File: src/rtl/regfile_wb_sequencer_if.sv
// Write-port bus of the register file sequencer: two writeback requesters plus
// the registered register-file write controls.
interface regfile_wb_sequencer_if #(
  parameter int unsigned ADDR_W = 5,
  parameter int unsigned DATA_W = 32
);
  logic              alu_valid;
  logic              alu_ready;
  logic [ADDR_W-1:0] alu_rd;
  logic [DATA_W-1:0] alu_data;

  logic              mem_valid;
  logic              mem_ready;
  logic [ADDR_W-1:0] mem_rd;
  logic [DATA_W-1:0] mem_data;

  logic              RegWrite;
  logic [ADDR_W-1:0] Write_register;
  logic [DATA_W-1:0] Write_data;
  logic              init_done;

  modport master (
    output alu_valid, alu_rd, alu_data,
    output mem_valid, mem_rd, mem_data,
    input  alu_ready, mem_ready,
    input  RegWrite, Write_register, Write_data, init_done
  );

  modport slave (
    input  alu_valid, alu_rd, alu_data,
    input  mem_valid, mem_rd, mem_data,
    output alu_ready, mem_ready,
    output RegWrite, Write_register, Write_data, init_done
  );
endinterface

File: src/rtl/regfile_wb_sequencer.sv
// Register file write-port controller: clears every register after reset, then
// arbitrates ALU and load writebacks round-robin onto the single write port.
module regfile_wb_sequencer #(
  parameter int unsigned NUM_REGS = 32,
  parameter int unsigned ADDR_W   = 5,
  parameter int unsigned DATA_W   = 32
) (
  input  logic                  clk,
  input  logic                  reset,
  regfile_wb_sequencer_if.slave bus
);

  typedef enum logic [0:0] {StClear, StRun} state_e;

  localparam logic [ADDR_W-1:0] LastAddr = ADDR_W'(NUM_REGS - 1);

  state_e            state_q, state_d;
  logic [ADDR_W-1:0] clr_addr_q, clr_addr_d;
  logic              last_q, last_d;
  logic              reg_write_q, reg_write_d;
  logic [ADDR_W-1:0] wr_addr_q, wr_addr_d;
  logic [DATA_W-1:0] wr_data_q, wr_data_d;
  logic              init_done_q, init_done_d;
  logic              alu_grant, mem_grant;

  // On contention the grant goes to whichever requester was not served last.
  always_comb begin
    alu_grant = 1'b0;
    mem_grant = 1'b0;
    if (state_q == StRun) begin
      if (bus.alu_valid && bus.mem_valid) begin
        alu_grant = last_q;
        mem_grant = ~last_q;
      end else begin
        alu_grant = bus.alu_valid;
        mem_grant = bus.mem_valid;
      end
    end
  end

  assign bus.alu_ready      = alu_grant;
  assign bus.mem_ready      = mem_grant;
  assign bus.RegWrite       = reg_write_q;
  assign bus.Write_register = wr_addr_q;
  assign bus.Write_data     = wr_data_q;
  assign bus.init_done      = init_done_q;

  always_comb begin
    state_d     = state_q;
    clr_addr_d  = clr_addr_q;
    last_d      = last_q;
    reg_write_d = 1'b0;
    wr_addr_d   = wr_addr_q;
    wr_data_d   = wr_data_q;
    init_done_d = init_done_q;

    unique case (state_q)
      StClear: begin
        reg_write_d = 1'b1;
        wr_addr_d   = clr_addr_q;
        wr_data_d   = '0;
        if (clr_addr_q == LastAddr) begin
          state_d     = StRun;
          init_done_d = 1'b1;
        end else begin
          clr_addr_d = clr_addr_q + 1'b1;
        end
      end
      StRun: begin
        // r0 requests are consumed but never reach the register file.
        if (alu_grant) begin
          reg_write_d = |bus.alu_rd;
          wr_addr_d   = bus.alu_rd;
          wr_data_d   = bus.alu_data;
          last_d      = 1'b0;
        end else if (mem_grant) begin
          reg_write_d = |bus.mem_rd;
          wr_addr_d   = bus.mem_rd;
          wr_data_d   = bus.mem_data;
          last_d      = 1'b1;
        end
      end
      default: state_d = StClear;
    endcase
  end

  always_ff @(posedge clk) begin
    if (reset) begin
      state_q     <= StClear;
      clr_addr_q  <= '0;
      last_q      <= 1'b0;
      reg_write_q <= 1'b0;
      wr_addr_q   <= '0;
      wr_data_q   <= '0;
      init_done_q <= 1'b0;
    end else begin
      state_q     <= state_d;
      clr_addr_q  <= clr_addr_d;
      last_q      <= last_d;
      reg_write_q <= reg_write_d;
      wr_addr_q   <= wr_addr_d;
      wr_data_q   <= wr_data_d;
      init_done_q <= init_done_d;
    end
  end

endmodule

File: src/flat_wrapper.sv
// flat-port wrapper written by rule: the top's interface ports become plain ports
module regfile_wb_sequencer_flat 
#(
  parameter int unsigned NUM_REGS = 32,
  parameter int unsigned ADDR_W   = 5,
  parameter int unsigned DATA_W   = 32
)
  (clk, reset, bus_alu_valid, bus_alu_rd, bus_alu_data, bus_mem_valid, bus_mem_rd, bus_mem_data, bus_alu_ready, bus_mem_ready, bus_RegWrite, bus_Write_register, bus_Write_data, bus_init_done);
  regfile_wb_sequencer_if #(.ADDR_W(ADDR_W), .DATA_W(DATA_W)) bus_i ();
  input  logic clk;
  input  logic reset;
  input wire logic [$bits(bus_i.alu_valid)-1:0] bus_alu_valid;
  input wire logic [$bits(bus_i.alu_rd)-1:0] bus_alu_rd;
  input wire logic [$bits(bus_i.alu_data)-1:0] bus_alu_data;
  input wire logic [$bits(bus_i.mem_valid)-1:0] bus_mem_valid;
  input wire logic [$bits(bus_i.mem_rd)-1:0] bus_mem_rd;
  input wire logic [$bits(bus_i.mem_data)-1:0] bus_mem_data;
  output wire logic [$bits(bus_i.alu_ready)-1:0] bus_alu_ready;
  output wire logic [$bits(bus_i.mem_ready)-1:0] bus_mem_ready;
  output wire logic [$bits(bus_i.RegWrite)-1:0] bus_RegWrite;
  output wire logic [$bits(bus_i.Write_register)-1:0] bus_Write_register;
  output wire logic [$bits(bus_i.Write_data)-1:0] bus_Write_data;
  output wire logic [$bits(bus_i.init_done)-1:0] bus_init_done;
  assign bus_i.alu_valid = bus_alu_valid;
  assign bus_i.alu_rd = bus_alu_rd;
  assign bus_i.alu_data = bus_alu_data;
  assign bus_i.mem_valid = bus_mem_valid;
  assign bus_i.mem_rd = bus_mem_rd;
  assign bus_i.mem_data = bus_mem_data;
  assign bus_alu_ready = bus_i.alu_ready;
  assign bus_mem_ready = bus_i.mem_ready;
  assign bus_RegWrite = bus_i.RegWrite;
  assign bus_Write_register = bus_i.Write_register;
  assign bus_Write_data = bus_i.Write_data;
  assign bus_init_done = bus_i.init_done;
  regfile_wb_sequencer #(.NUM_REGS(NUM_REGS), .ADDR_W(ADDR_W), .DATA_W(DATA_W)) u_core (.clk(clk), .reset(reset), .bus(bus_i));
endmodule
File: config.mk
export PLATFORM = sky130hd
export DESIGN_NAME = regfile_wb_sequencer_flat
export DESIGN_NICKNAME = d
export VERILOG_FILES = /design/src/rtl/regfile_wb_sequencer_if.sv /design/src/rtl/regfile_wb_sequencer.sv /design/src/flat_wrapper.sv
export SDC_FILE = /design/constraint.sdc
export NUM_CORES = 1
export LEC_CHECK = 0
export CAP_MARGIN = 10
export CORE_MARGIN = 2
export CORE_UTILIZATION = 41
export CTS_BUF_LIST = sky130_fd_sc_hd__clkbuf_8
export CTS_CLUSTER_SIZE = 40
export DETAILED_ROUTE_END_ITERATION = 8
export HOLD_SLACK_MARGIN = 0.06
export PLACE_DENSITY = 0.87
export SYNTH_ARGS = -nofsm -noshare
export SYNTH_HDL_FRONTEND = slang
export SYNTH_SLANG_ARGS = --single-unit
File: constraint.sdc
create_clock -name clk -period 4.67 [get_ports clk]
set_input_delay 0.934 -clock clk [delete_from_list [all_inputs] [get_ports clk]]
set_output_delay 0.934 -clock clk [all_outputs]
set_load 0.1 [all_outputs]
* Word level (Yosys, flattened, before mapping)
Index checks and enable logic that the tools add are counted.
** Cells by class
- Add/subtract/negate cells :: 1
- Multiplexer cells :: 17
- Equality and inequality tests :: 2
- Reductions and logical operators :: 7
- Bitwise gates (word level) :: 3
** Operators by type and width (number)
- two-way mux 32 bit :: 2
- one-hot mux 32 bit (2 select lines) :: 1
- two-way mux 1 bit :: 10
- two-way mux 5 bit :: 2
- one-hot mux 5 bit (2 select lines) :: 1
- OR reduction 5 bit :: 2
- AND reduction 2 bit :: 3
- adder 5 x 1 -> 5 bit, second input constant :: 1
- equality test 5 bit, second input constant :: 1
- != test 3 bit, second input constant :: 1
- NOT 1 bit :: 3
- one-hot mux 1 bit (2 select lines) :: 1
- nonzero test 2 bit :: 1
- logical AND 1 bit :: 1
** Storage, ports and cells
- Output and inout port bits :: 41
- Flip-flop bits (word level) :: 46
- Input port bits :: 78

* Depth between registers and ports, before layout
Gate-level depths: netlist of the first run.
- Word-level depth :: 6
- Gate-level depth with buffers :: 7
- Mapped depth without buffers :: 7

* Worst setup path before layout of the first run
No wires, ideal clock.
- Path type :: in2out
- Start point :: input port bus_mem_valid
- End point :: output port bus_alu_ready
- Arrival time :: 2603 ps
- Stages :: 3
- Path buffers :: 0
- Setup slack :: 1133 ps
- Cell sequence :: and2b_1 > nand2b_1 > nor2_1
** Between the ends
- Word-level cells in the longest chain between the ends :: 3
** Ends and longest elaborated chain
- from (decl) :: line flat_wrapper.sv:15 : input wire logic [$bits(bus_i.mem_valid)-1:0] bus_mem_valid;
- logical AND 1 bit :: line regfile_wb_sequencer.sv:31 : if (bus.alu_valid && bus.mem_valid) begin
- two-way mux 1 bit :: line regfile_wb_sequencer.sv:31
- two-way mux 1 bit :: line regfile_wb_sequencer.sv:30 : if (state_q == StRun) begin
- to (decl) :: line flat_wrapper.sv:18 : output wire logic [$bits(bus_i.alu_ready)-1:0] bus_alu_ready;
No other way between the ends.

* Worst setup path in the final report of the first run
Same ends and word-level chain as after synthesis.

==> results of run 1 <==
==> layer usage <==
layer	track usage (%)	share of wire, %	up-vias
li1	-	-	1035
met1	23.51	41	942
met2	38.69	50	81
met3	6.077	6.4	15
met4	7.819	2.3	0
met5	0	0	-
==> area by class of cell <==
type | instances | area (um2)
Inverter | 1 | 6.256
Sequential cell | 46 | 920.9
Clock inverter | 2 | 10.01
Fill cell | 396 | 1440
Clock buffer | 5 | 68.82
Multi-Input combinational cell | 164 | 917.1
Timing Repair Buffer | 121 | 1199
Tap cell | 54 | 67.56
==> how the worst min path moves through the flow <==
stage                                                       from                                     end  slack [ns]  cells after the start
after floorplan                       u_core.last_q$_SDFFE_PP0P_              u_core.last_q$_SDFFE_PP0P_        0.46                      1
after global placement    u_core.bus.Write_data[17]$_SDFFE_PP0P_  u_core.bus.Write_data[17]$_SDFFE_PP0P_        0.43                      2
after detailed placement  u_core.bus.Write_data[13]$_SDFFE_PP0P_  u_core.bus.Write_data[13]$_SDFFE_PP0P_        0.44                      2
after CTS                 u_core.bus.Write_data[23]$_SDFFE_PP0P_  u_core.bus.Write_data[23]$_SDFFE_PP0P_        0.46                      2
after global routing      u_core.bus.Write_data[23]$_SDFFE_PP0P_  u_core.bus.Write_data[23]$_SDFFE_PP0P_        0.47                      2
final                      u_core.bus.Write_data[0]$_SDFFE_PP0P_   u_core.bus.Write_data[0]$_SDFFE_PP0P_        0.45                      2
==> logic make-up (layout without fill, tap and decap cells) <==
logic type,Yosys count,count (layout),share of synthesized area (%)
flops,46,46,47.45
compound gates,96,96,29.79
xor+xnor,3,3,1.354
simple gates,63,63,14.51
buf+inv,18,129,5.609
fa+ha+maj,2,2,1.289
==> power groups by stage <==
| stage | logic [mW] | clock network (mW) | registers (mW) |
|---|---|---|---|
| floorplan | 0.0346 | 0 | 0.422 |
| global placement | 0.122 | 0 | 0.409 |
| detailed placement | 0.125 | 0 | 0.409 |
| CTS | 0.125 | 0.231 | 0.400 |
| global route | 0.133 | 0.245 | 0.400 |
| finish | 0.124 | 0.223 | 0.400 |
==> stage by stage <==
| step | setup slack, ns | hold slack [ns] | util, % | cells |
|---|---|---|---|---|
| global placement | 1.291 | 0.4328 | 67.19 | 386 |
| detailed placement | 1.284 | 0.4412 | 67.19 | 386 |
| floorplan | 1.133 | 0.4633 | - | 228 |
| global route | 1.165 | 0.4723 | 68.89 | 393 |
| finish | 1.269 | 0.4536 | 68.89 | 393 |
| CTS | 1.277 | 0.4557 | 68.89 | 393 |
==> worst max-delay path, delay by kind of cell <==
| kind | cells | cell delay [ns] |
|---|---|---|
| buffers and inverters | 2 | 0.82 |
| AND/OR/NAND/NOR | 3 | 0.70 |
==> flip-flops by register name (all words and copies together) (netlist names) <==
name	count
u_core.bus.Write_data	32
u_core.state_q	1
u_core.bus.Write_register	5
u_core.last_q	1
u_core.bus.RegWrite	1
u_core.bus.init_done	1
u_core.clr_addr_q	5
==> cell usage in the layout, fill, tap and decap left out, types with 2 or more instances in the layout <==
master	count
clkinv_2	2
xor2_1	2
nor2_1	8
buf_4	5
o21ai_0	37
clkdlybuf4s50_1	116
clkbuf_8	5
dfxtp_1	46
a22oi_1	32
o21ai_1	13
ha_1	2
a21oi_1	11
nand2_1	45
==> impl_metrics.toml, run 1 <==
[run_status]
outcome = "completed"

[grt]
grt_first_pass_wirelength_um = 8880
grt_use_total_pct = 21.33
overflow = 0
grt_pass1_vias = 1979
antenna_found_initial = 0
grt_max_degree = 34

[timing]
rsz0062_at_grt = "false"
setup_viol = 0
post-route-min-period_ns = 3.401
fin_setup_tns_ns = 0
worst_pin_slew_ns = 1.002
fin_crit_sh_pct = 72.84
fmax_ghz = 0.2940
relSlewSlack_pct = 33.00
hold_violations = 0
finClkSkew_ns = 0.009410
slew_viol_final = 0

[power_and_ir_drop]
leakage_nw = 1.145
p_clk_share_pct = 29.8
ir_drop_mv = 0.1618
p_int_uw = 571.2
power_density_nw_per_um2 = 234.1
power_switching_uw = 175.4
swShare_pct = 23.49
p_seq_share_pct = 53.6
total_power_uw = 746.6
comb_power_share_pct = 16.6

[floorplanning]
die_x_um = 72.80
std_cell_rows = 25
initial_core_util_pct = 41.92
die-height_um = 72.80
core_um2 = 4629
die-area_um2 = 5300
ios = 119

[cts]
path_clk_slew_ns = 0.07
ctsHoldBuffers = 0
cts_sinks = 46
cts_buffers = 5
ctsResizeCount = 0
tritoncts = "built"
cts_buffer_depth = 2
insertion_delay_ns = 0.29
htreeDepth = 2
cts_root_buf = "clkbuf_8"
cts_setup_buffers = 0

[logic_synthesis]
netlist_instances = 228
ys_seq_elements = 46
synth_flop_cell = "dfxtp_1"
async_flop_share_pct = 0
yosysMostFrequentCell = "dfxtp_1"
synth_top_area_share_pct = 47.45
ys_top_cells_by_count = "dfxtp_1 (46), nand2_1 (45), o21ai_0 (37)"
synth_cell_type_count = 27
yosysSeqAreaShare_pct = 47.45
synth_edf_count = 0
syn-mean-instance-area_um2 = 8.511
synthesis.area_um2 = 1941
syn-num-nets = 308
yosysWarnings = 0
yosysTopAreaCell = "dfxtp_1"
synthTopCellsByArea = "dfxtp_1 (47%), a22oi_1 (12%), o21ai_0 (9.5%)"

[detailed_routing]
drt-total-wl_um = 5637
post_drt_wl_per_cell_um = 14.34
drt_first_pass_iters = 4
vias = 2073
postRouteAntennaNets = 0
viasPerCell = 5.275
first_iter_violations = 97
drc = 0

[final_layout]
drive_above_1_share_pct = 5.605
nets = 419
antenna_cells = 0
stdcell_area_um2 = 3189
area_growth_pct = 64.35

[critical_path]
cp.required_ns = 3.74
endpoint_kind = "output port"
worstPathMaxFanout = 7
endpoint = "bus_alu_ready"
timing.rr.start = "u_core.state_q$_SDFF_PP0_"
arrival_ns = 2.47
regToRegEndpoint = "u_core.bus.Write_data[1]$_SDFFE_PP0P_"
cp_slowest_stage_delay_ns = 0.52
crit_type = "input port to output port"
crit_start = "bus_mem_valid"
cp_slowest_cell = "clkdlybuf4s50_1"
path_cells = "clkdlybuf4s50_1 -> and2b_1 -> nand2b_1 -> nor2_1 -> buf_4"
rr_worst_depth = 5
start_kind = "input port"
r2r_slack_ns = 2.20

[placement]
port_buffers = 118
dpl-instance-area_um2 = 3110
routabilityCongestion = 0.8638
dp_hpwl_um = 4320

[hold_path]
min_path_type = "register to register"

[job]
cap_violations = 0
Note: power is estimated with default switching activity, not from simulation.
==> run 2: changes to the inputs <==
--- a/config.mk
+++ b/config.mk
@@ -7,12 +7,12 @@
 export LEC_CHECK = 0
 export CAP_MARGIN = 10
 export CORE_MARGIN = 2
-export CORE_UTILIZATION = 41
+export CORE_UTILIZATION = 38
 export CTS_BUF_LIST = sky130_fd_sc_hd__clkbuf_8
 export CTS_CLUSTER_SIZE = 40
 export DETAILED_ROUTE_END_ITERATION = 8
 export HOLD_SLACK_MARGIN = 0.06
-export PLACE_DENSITY = 0.87
+export PLACE_DENSITY = 0.81
 export SYNTH_ARGS = -nofsm -noshare
 export SYNTH_HDL_FRONTEND = slang
 export SYNTH_SLANG_ARGS = --single-unit
==> constraint.sdc (replaced) <==
create_clock -name clk -period 3.3 [get_ports clk]
set_input_delay 0.66 -clock clk [delete_from_list [all_inputs] [get_ports clk]]
set_output_delay 0.66 -clock clk [all_outputs]
set_load 0.1 [all_outputs]
==> impl_metrics.toml, run 2 (synthesized netlist as in run 1, its figures left out) <==
[critical_path]
endpoint_kind = "output port"
start_kind = "input port"
r2r_slack_ns = 1.49
rr_worst_depth = 7
regToRegEndpoint = "u_core.clr_addr_q[3]$_SDFFE_PP0P_"
crit_type = "input port to output port"
arrival_ns = 2.13
timing.rr.start = "u_core.clr_addr_q[0]$_SDFFE_PP0P_"
cp.required_ns = 2.64
worstPathMaxFanout = 7

[cts]
cts_buffer_depth = 2
cts_root_buf = "clkbuf_8"
tritoncts = "built"
cts_buffers = 5
htreeDepth = 2
cts_setup_buffers = 0
ctsHoldBuffers = 0
path_clk_slew_ns = 0.08
ctsResizeCount = 0
cts_sinks = 46
insertion_delay_ns = 0.29

[final_layout]
drive_above_1_share_pct = 17.84
finalCoreUtilization_pct = 63.74
antenna_cells = 0
largest_reg_flops = 32
layout_commonest_cell = "clkdlybuf4s50_1"
n_fill_cell = 467
nets = 422
stdcell_area_um2 = 3193
area_growth_pct = 64.54
layout_common_cells = "clkdlybuf4s50_1 (77), dfxtp_1 (46), nand2_1 (45), buf_4 (45), o21ai_0 (37)"

[timing]
slew_viol_final = 0
finClkSkew_ns = 0.007838
fin_crit_sh_pct = 84.39
fin_setup_tns_ns = 0
rsz0062_at_grt = "false"
post-route-min-period_ns = 2.785
fmax_ghz = 0.3591
setup_viol = 0
relSlewSlack_pct = 59.20
hold_violations = 0
worst_pin_slew_ns = 0.6112

[floorplanning]
die_x_um = 75.46
die-area_um2 = 5694
initial_core_util_pct = 38.74
core_um2 = 5010
ios = 119
die-height_um = 75.46
std_cell_rows = 26

[detailed_routing]
first_iter_violations = 104
post_drt_wl_per_cell_um = 13.45
drt-total-wl_um = 5540
route.met2.wl_um = 2666
drt-met1-wl_um = 2292
viasPerCell = 5.044
drc = 0
postRouteAntennaNets = 0
routed-wl-met3_um = 471
vias = 2078
drt_first_pass_iters = 7
top_layer = "met4"

[grt]
overflow = 0
grt_use_total_pct = 19.49
grt_first_pass_wirelength_um = 8493
grt_max_degree = 33
grt_pass1_vias = 1949
antenna_found_initial = 0

[run_status]
outcome = "completed"

[hold_path]
min-delay-start = "u_core.bus.Write_data[26]$_SDFFE_PP0P_"
whs_path_depth = 2
min_path_type = "register to register"
holdPathEnd = "u_core.bus.Write_data[26]$_SDFFE_PP0P_"

[placement]
dpl-instance-area_um2 = 3080
port_buffers = 118
routabilityCongestion = 0.7730
dp_hpwl_um = 4151

[power_and_ir_drop]
power_density_nw_per_um2 = 363.6
ir_drop_mv = 0.2184
leakage_nw = 1.257

[job]
cap_violations = 0
run 2: where the power goes:
| part | switching (mW) | internal, mW | total, mW |
|---|---|---|---|
| clock | 0.179 | 0.242 | 0.422 |
| sequential | 0.00471 | 0.560 | 0.565 |
| combinational | 0.0686 | 0.105 | 0.174 |
run 2: critical path: stages:
cell and delay, ns:
clkdlybuf4s50_1 0.51, and2b_1 0.27, nand2b_1 0.24, nor2_1 0.23
buf_12 0.21
run 2: worst max path at each step:
stage,start,endpoint,slack (ns),depth (start not counted)
6_report,bus_mem_valid,bus_alu_ready,0.51,5
5_1_grt,bus_mem_valid,bus_alu_ready,0.40,5
4_1_cts,bus_mem_valid,bus_alu_ready,0.49,5
3_5_place_dp,bus_mem_valid,bus_alu_ready,0.50,5
3_3_place_gp,bus_mem_valid,bus_alu_ready,0.56,5
2_1_floorplan,bus_mem_valid,bus_alu_ready,0.31,3
run 2: layout make-up:
cell class	count	area [um2]	share of cell area [%]
Clock buffer	6	82.58	2.586
Tap cell	70	87.58	2.743
Sequential cell	46	920.9	28.84
Clock inverter	1	30.03	0.9404
Multi-Input combinational cell	164	917.1	28.72
Inverter	1	6.256	0.1959
Timing Repair Buffer	124	1149	35.97
run 2: routing by layer:
metal,GRT usage (%),up-vias
li1,-,1040
met1,22.12,943
met2,34.11,85
met3,6.481,10
met4,7.018,0
met5,0,-
run 2: per-stage QoR:
step,power [mW],hold slack [ns],setup WS [ns],std cells
final,1.161,0.4498,0.5150,412
after global routing,1.211,0.4658,0.4017,412
after CTS,1.173,0.4534,0.4902,412
after floorplan,0.6455,0.4633,0.3107,228
after global placement,0.7504,0.4362,0.5567,405
after detailed placement,0.7526,0.4421,0.5046,405
==> edit, RTL diff (settings of run 2) <==
`DATA_W` is set to 32 in 3 places; all go to 64.
--- a/src/rtl/regfile_wb_sequencer_if.sv
+++ b/src/rtl/regfile_wb_sequencer_if.sv
@@ -3,5 +3,5 @@
 interface regfile_wb_sequencer_if #(
   parameter int unsigned ADDR_W = 5,
-  parameter int unsigned DATA_W = 32
+  parameter int unsigned DATA_W = 64
 );
   logic              alu_valid;
--- a/src/rtl/regfile_wb_sequencer.sv
+++ b/src/rtl/regfile_wb_sequencer.sv
@@ -4,5 +4,5 @@
   parameter int unsigned NUM_REGS = 32,
   parameter int unsigned ADDR_W   = 5,
-  parameter int unsigned DATA_W   = 32
+  parameter int unsigned DATA_W   = 64
 ) (
   input  logic                  clk,
--- a/src/flat_wrapper.sv
+++ b/src/flat_wrapper.sv
@@ -4,5 +4,5 @@
   parameter int unsigned NUM_REGS = 32,
   parameter int unsigned ADDR_W   = 5,
-  parameter int unsigned DATA_W   = 32
+  parameter int unsigned DATA_W   = 64
 )
   (clk, reset, bus_alu_valid, bus_alu_rd, bus_alu_data, bus_mem_valid, bus_mem_rd, bus_mem_data, bus_alu_ready, bus_mem_ready, bus_RegWrite, bus_Write_register, bus_Write_data, bus_init_done);
Ports: changed (resized bus_Write_data, bus_alu_data and bus_mem_data); port bits go from 119 to 215. No check against the original RTL was run, so the function may have changed too.
==> edit against run 2 <==
- routed wire length up 86%
- sequential power up 68%
- combinational power up 67%
- worst setup slack better by 0.19 ns
- global-route usage up 2.1 points
- power up 73%
- sequential cell count up 32
- utilization up 2.1 points
- design area up 69%
- cell count up 63%
- synthesized area up 64%
- sequential share of layout area up 0.16 points
- critical endpoint unchanged
- largest cell class unchanged
==> edit: results (changes against run 2) <==
[outcome]
outcome=finished, final reports clean

[route]
viasPerCell=5.130  ; +1.7%
routed-wl-met3_um=825  ; +75%
drtPass1Iterations=5  ; -2
drtIter0Drc=123  ; +18%
wl_met2_um=5181  ; +94%
met1_length_um=4132  ; +80%

[final_layout]
layout-drive-gt1-share_pct=17.35  ; -0.49 points
layout.nets=704  ; +67%
largest_reg_flops=64  ; +100%

[sta]
tightest_slew_ns=0.7751  ; +0.1639 ns

[grt]
grt_usage_pct=21.59  ; +2.1 points
grt_max_degree=71  ; +120%
first_global_vias=3344  ; +72%
grt_pass1_wl_um=15510  ; +83%

[min_path]
whs_endpoint=u_core.bus.Write_data[48]$_SDFFE_PP0P_
hp-start=u_core.bus.Write_data[48]$_SDFFE_PP0P_

[power]
peakVddDrop_mv=0.2351  ; +7.7%
total_leakage_power_nw=2.161  ; +72%
switchingPower_w=0.0004488  ; +78%

[critical_path]
startpoint=bus_alu_valid
worstPathMaxFanout=5  ; -2

[cts]
clk_latency_ns=0.34  ; +0.05 ns
h-tree-depth=3  ; +1

[place]
dpl.hpwl_um=7522  ; +81%
portBuffers=214  ; +81%
dpl_cell_area_sq_um=5171  ; +68%

[synthesis]
syn_nets=503  ; +63%
synth.area.top_cells=dfxtp_1 (49%), a22oi_1 (15%), nand2_1 (7.9%), o21ai_0 (7.6%), o21ai_1 (3.1%)
netlist-cell-type-count=28  ; +3.7%

edit: cell types whose count changed after synthesis, moves of 7 or more:
cell	change
o21ai_0	+11
a22oi_1	+32
o21ai_1	+7
dfxtp_1	+32
nand2_1	+22
edit: worst max-delay path, stage by stage:
cell             delay, ns
clkdlybuf4s50_1       0.66
a21boi_4              0.24
and2_1                0.18
buf_12                0.18
edit: power groups by stage:
stage	logic [W]	clock network (W)	registers, W
floorplan	0.0000795	0	0.000991
global placement	0.000283	0	0.000973
detailed placement	0.000290	0	0.000973
CTS	0.000291	0.000787	0.000951
global route	0.000311	0.000823	0.000952
finish	0.000290	0.000764	0.000951
edit: cells by family after synthesis:
| logic type | after synthesis | share of synthesized area, % |
|---|---|---|
| AND/OR/NAND/NOR | 89 | 12.31 |
| adder cells (fa/ha/maj) | 2 | 0.7867 |
| XOR/XNOR | 3 | 0.8263 |
| flip-flops | 78 | 49.10 |
| multiplexers | 5 | 1.574 |
| AO/OA/AOI/OAI | 150 | 29.23 |
| buffers and inverters | 32 | 6.177 |
edit: final cells by class:
cell class	count	area [sq um]
clock inverter	7	90.09
multi-input combinational	249	1441
tap	105	131.4
fill	696	2790
clock buffer	9	123.9
inverter	2	7.507
sequential	78	1562
timing repair buffer	220	2029
edit: through the flow:
stage	std cells	total power (W)	hold WS [ns]	util (%)	worst slack, ns
floorplan	359	0.001071	0.4707	-	0.7179
finish	670	0.002006	0.4506	65.87	0.7025
CTS	670	0.002030	0.4555	65.87	0.6850
detailed placement	654	0.001264	0.4439	63.25	0.5275
global route	670	0.002086	0.4748	65.87	0.6395
global placement	654	0.001256	0.4356	63.25	0.6527
edit: layer usage:
metal / vias up / global-route usage, %
met5: - / 0
met4: 0 / 8.214
met3: 15 / 5.059
met2: 135 / 39.44
met1: 1589 / 24.22
li1: 1698 / -
